File: src/rtl/pc_seq_pkg.sv
// Shared definitions for the PC sequencer: FSM states, instruction size and reset default.
package pc_seq_pkg;

  typedef enum logic [1:0] {
    ST_IDLE  = 2'd0,
    ST_RUN   = 2'd1,
    ST_FLUSH = 2'd2
  } pc_state_t;

  localparam int unsigned INSTR_BYTES      = 4;
  localparam logic [31:0] DEFAULT_RESET_PC = 32'h0000_0000;

endpackage

File: src/rtl/pc_sequencer_beqadder.sv
// Plain two-operand adder shared with the BEQ target path; reused here as the PC incrementer.
module BEQAdder #(
  parameter int unsigned WIDTH = 32
) (
  input  logic [WIDTH-1:0] ValueIn1,
  input  logic [WIDTH-1:0] ValueIn2,
  output logic [WIDTH-1:0] ValueOut
);

  assign ValueOut = ValueIn1 + ValueIn2;

endmodule

File: src/rtl/pc_sequencer.sv
// Fetch PC sequencer: sequential +4 fetch, BEQ redirects with a one-entry stall buffer,
// and a fixed-length flush window after every redirect.
module pc_sequencer
  import pc_seq_pkg::*;
#(
  parameter logic [31:0] RESET_PC     = DEFAULT_RESET_PC,
  parameter int unsigned FLUSH_CYCLES = 2
) (
  input  logic        Clk,
  input  logic        Reset_n,
  input  logic        Stall,
  input  logic        BranchValid,
  input  logic        BranchTaken,
  input  logic [31:0] BranchTarget,
  output logic [31:0] PCOut,
  output logic [31:0] PCPlus4,
  output logic        FetchValid,
  output logic        Flush,
  output logic        BranchAck,
  output logic        AlignErr
);

  pc_state_t   r_state, w_state_nxt;
  logic [31:0] r_pc, w_pc_nxt;
  logic [2:0]  r_flush_cnt, w_flush_cnt_nxt;
  logic        r_pend_valid, w_pend_valid_nxt;
  logic [31:0] r_pend_target, w_pend_target_nxt;
  logic        r_ack, w_ack_nxt;
  logic        r_align_err, w_align_err_nxt;

  logic [31:0] w_pc_plus4;
  logic        w_accept;
  logic        w_take_now;
  logic        w_pend_cap;
  logic        w_pend_apply;
  logic        w_redirect;
  logic [31:0] w_target;

  BEQAdder #(.WIDTH(32)) u_pc_inc (
    .ValueIn1 (r_pc),
    .ValueIn2 (32'(INSTR_BYTES)),
    .ValueOut (w_pc_plus4)
  );

  // Only RUN accepts branches; a full pending slot blocks any newer one so the older wins.
  assign w_accept     = (r_state == ST_RUN) && BranchValid && !r_pend_valid;
  assign w_take_now   = w_accept && BranchTaken && !Stall;
  assign w_pend_cap   = w_accept && BranchTaken && Stall;
  assign w_pend_apply = (r_state == ST_RUN) && r_pend_valid && !Stall;
  assign w_redirect   = w_take_now || w_pend_apply;
  assign w_target     = r_pend_valid ? r_pend_target : BranchTarget;

  always_ff @(posedge Clk) begin
    if (!Reset_n) begin
      r_state       <= ST_IDLE;
      r_pc          <= RESET_PC;
      r_flush_cnt   <= '0;
      r_pend_valid  <= 1'b0;
      r_pend_target <= '0;
      r_ack         <= 1'b0;
      r_align_err   <= 1'b0;
    end else begin
      r_state       <= w_state_nxt;
      r_pc          <= w_pc_nxt;
      r_flush_cnt   <= w_flush_cnt_nxt;
      r_pend_valid  <= w_pend_valid_nxt;
      r_pend_target <= w_pend_target_nxt;
      r_ack         <= w_ack_nxt;
      r_align_err   <= w_align_err_nxt;
    end
  end

  always_comb begin
    w_state_nxt       = r_state;
    w_pc_nxt          = r_pc;
    w_flush_cnt_nxt   = r_flush_cnt;
    w_pend_valid_nxt  = r_pend_valid;
    w_pend_target_nxt = r_pend_target;
    w_ack_nxt         = w_accept;
    w_align_err_nxt   = r_align_err;

    unique case (r_state)
      ST_IDLE: begin
        w_state_nxt = ST_RUN;
      end
      ST_RUN: begin
        if (w_redirect) begin
          w_pc_nxt         = {w_target[31:2], 2'b00};
          w_state_nxt      = ST_FLUSH;
          w_flush_cnt_nxt  = 3'(FLUSH_CYCLES);
          w_pend_valid_nxt = 1'b0;
          if (w_target[1:0] != 2'b00) w_align_err_nxt = 1'b1;
        end else begin
          if (!Stall) w_pc_nxt = w_pc_plus4;
          if (w_pend_cap) begin
            w_pend_valid_nxt  = 1'b1;
            w_pend_target_nxt = BranchTarget;
          end
        end
      end
      ST_FLUSH: begin
        // The flush window is time-based, so it drains even while the PC is held.
        if (!Stall) w_pc_nxt = w_pc_plus4;
        w_flush_cnt_nxt = r_flush_cnt - 3'd1;
        if (r_flush_cnt <= 3'd1) begin
          w_flush_cnt_nxt = '0;
          w_state_nxt     = ST_RUN;
        end
      end
      default: begin
        w_state_nxt = ST_IDLE;
      end
    endcase
  end

  assign PCOut      = r_pc;
  assign PCPlus4    = w_pc_plus4;
  assign FetchValid = (r_state != ST_IDLE);
  assign Flush      = (r_state == ST_FLUSH);
  assign BranchAck  = r_ack;
  assign AlignErr   = r_align_err;

endmodule
File: config.mk
export PLATFORM = sky130hd
export DESIGN_NAME = pc_sequencer
export DESIGN_NICKNAME = d
export VERILOG_FILES = /design/src/rtl/pc_seq_pkg.sv /design/src/rtl/pc_sequencer_beqadder.sv /design/src/rtl/pc_sequencer.sv
export SDC_FILE = /design/constraint.sdc
export NUM_CORES = 1
export LEC_CHECK = 0
export BUFFER_PORTS_ARGS = -buffer_cell sky130_fd_sc_hd__buf_2
export CAP_MARGIN = 10
export CORE_MARGIN = 8
export CORE_UTILIZATION = 40
export CTS_CLUSTER_SIZE = 12
export DETAILED_ROUTE_END_ITERATION = 8
export GPL_TIMING_DRIVEN = 1
export SYNTH_ARGS = -nofsm -noshare
export SYNTH_HDL_FRONTEND = slang
export SYNTH_SLANG_ARGS = --single-unit
File: constraint.sdc
create_clock -name Clk -period 4.7 [get_ports Clk]
set_input_delay 0.47 -clock Clk [delete_from_list [all_inputs] [get_ports Clk]]
set_output_delay 0.47 -clock Clk [all_outputs]
set_load 0.02 [all_outputs]
==> results.yml <==
run_status:
  status: "finished, final reports clean"
clock_tree:
  root_buffer: "clkbuf_8"
  ctsHoldBuffers: 0
  cts_buffer_depth: 2
  clk-insertion-delay-late_ps: 360
  cts_resized: 0
  cts_num_sinks: 70
  clk_pin_slew_ps: 80
  cts_tree: "built"
  cts-buffers-inserted: 9
  htree_levels: 3
  postCtsSetupBuffers: 0
placed_design:
  dp_cells: 760
  globalplace.congestion: 0.851
  place_ws_ps: 1960
  hpwl_um: 9550
  port_buffers: 100
worst_setup_path:
  cp-start-kind: "flip-flop"
  reg2reg_setup_slack_ps: 1910
  rr_endpoint: "PCOut[20]$_SDFFE_PN0P_"
  cp-end-kind: "output port"
  worstPathMaxFanout: 6
  path_class: "flip-flop to output port"
  rr_worst_depth: 5
  rr_startpoint: "r_pend_valid$_SDFFE_PN0P_"
  crit_path_end: "PCPlus4[16]"
  crit_path_start: "PCOut[2]$_SDFFE_PN0P_"
  required_ps: 4230
  crit_arrival_ps: 2580
synth:
  synthFlopType: "dfxtp_1"
  synth.top_cell.area_share_pct: 32.6
  synthTopCellsByCount: "nand2_1 (117), dfxtp_1 (70), a21oi_1 (68)"
  synth_most_common_cell: "nand2_1"
  netlist_area_um2: 4300
  postSynth.asyncResetShare_pct: 0
  synthTopCellsByArea: "dfxtp_1 (33%), nand2_1 (10%), mux2i_1 (8.4%)"
  synth_cell_types: 54
  ys_seq_elements: 70
  synth_warnings: 0
  seq_area_frac_synth_pct: 32.6
  yosysTopAreaCell: "dfxtp_1"
  synth.avg_cell_area_um2: 7.65
  synth_edf_count: 0
  syn_inst: 562
timing:
  clock_skew_ps: 7.82
  hold_ws_ps: 357
  setup_ws_ps: 1650
  fmax_mhz: 327
  worst_pin_slew_ps: 1230
  min_period_ps: 3050
  setup_viol: 0
  slew_headroom_pct: 18.0
  period_share_pct: 65.0
  hold_viol: 0
  drv_slew: 0
  rsz0062_at_grt: "false"
  finalSetupTns_ps: 0
layout:
  regArea_um2: 1400
  final_util_pct: 47.2
  multi_input_area_um2: 2650
  fillCellCount: 1105
  n_antenna_cell: 0
  finalNonFillerCells: 775
  drive_above_1_share_pct: 21.9
  nNetsFinal: 676
  area_growth_pct: 17.0
routing:
  wirelength_um: 13000
  antenna_left: 0
  via_per_inst: 5.43
  drtIter0Drc: 277
  wl_per_cell_um: 16.8
  drc: 0
  drt_first_pass_iters: 5
  vias: 4206
global_routing:
  grt-ovfl-total: 0
  grt_pass1_vias: 3898
  grt_usage_pct: 17.7
  grt_pass1_wl_um: 20800
  antenna_found_initial: 0
  grt_max_degree: 39
die:
  initial_utilization_pct: 40.4
  rows: 38
  die_h_um: 120
  die_area_um2: 14300
  core_um2: 10700
  num_io_pins: 105
  die-width_um: 120
job:
  max_cap_violations: 0
pwr:
  p_per_area_nw_per_um2: 382
  irDropWorstVdd_mv: 0.204
  p_leak_nw: 2.01
hold_path:
  hold_path_class: "input pin to flip-flop"
==> cells by family after synthesis <==
group | share of synthesized area [%]
and+or+nand+nor | 27.5
AOI/OAI and AO/OA | 16.5
adders and majority gates | 2.33
xor gates and xnor gates | 5.71
muxes | 9.17
buffers and inverters | 6.08
DFF | 32.6
other | 0.0873
==> state kept, by name, indices dropped and copies added (netlist names) <==
register and cells:
r_state 2, r_flush_cnt 3, BranchAck 1, PCOut 30, AlignErr 1, r_pend_target 32, r_pend_valid 1
==> worst max-delay path, cell delays in order, from the launching register on <==
cell     delay (ps)
dfxtp_1         440
ha_1            280
nand3_1         280
nor4_1          560
and2_1          330
xor2_1          160
buf_2           180
==> cell usage in the layout (no fill, tap or decap), types with 14 or more instances in the layout <==
cell type,netlist,routed
nand2_1,117,117
nor2_1,29,29
nand3_1,18,18
nor3_1,16,16
o21ai_0,18,18
xnor2_1,14,14
buf_2,17,100
a21oi_1,68,68
xor2_1,14,14
mux2i_1,36,36
dfxtp_1,70,69
==> through the flow <==
step	total power [mW]	cell area, um^2
CTS	1.93	5030
finish	1.92	5030
global route	2.02	5030
detailed placement	1.34	4790
global placement	1.32	4790
floorplan	1.16	4310
==> per-layer routing <==
layer	up-vias	share of wire [%]	global-route usage [%]
li1	2105	-	-
met1	1966	47	24.1
met2	121	45	26.7
met3	14	6.5	4.09
met4	0	1.6	6.87
met5	-	0	0
==> cell type report <==
cell class / count / area share (%)
inverters: 12 / 0.896
repair buffers: 103 / 10.4
well taps: 140 / 3.48
clock inverters: 6 / 2.21
clock buffers: 9 / 2.46
multi-input cells: 435 / 52.7
flip-flops and latches: 70 / 27.9
==> where the power goes <==
part	total, mW	leakage, nW	switching [mW]	internal, mW
sequential	0.722	0.566	0.0810	0.641
combinational	0.607	1.33	0.401	0.206
clock	0.592	0.115	0.242	0.349
==> how the worst min path moves through the flow <==
stage	startpoint	to	slack, ps	cells after the start
after detailed placement	r_pend_target[22]$_SDFFE_PN0P_	r_pend_target[22]$_SDFFE_PN0P_	450	2
final	BranchTarget[26]	r_pend_target[26]$_SDFFE_PN0P_	360	3
after floorplan	r_pend_target[10]$_SDFFE_PN0P_	r_pend_target[10]$_SDFFE_PN0P_	430	2
after global placement	r_pend_target[27]$_SDFFE_PN0P_	r_pend_target[27]$_SDFFE_PN0P_	440	2
after CTS	BranchTarget[0]	r_pend_target[0]$_SDFFE_PN0P_	340	3
after global routing	BranchTarget[30]	r_pend_target[30]$_SDFFE_PN0P_	350	3
(Power assumes the default switching activity.)
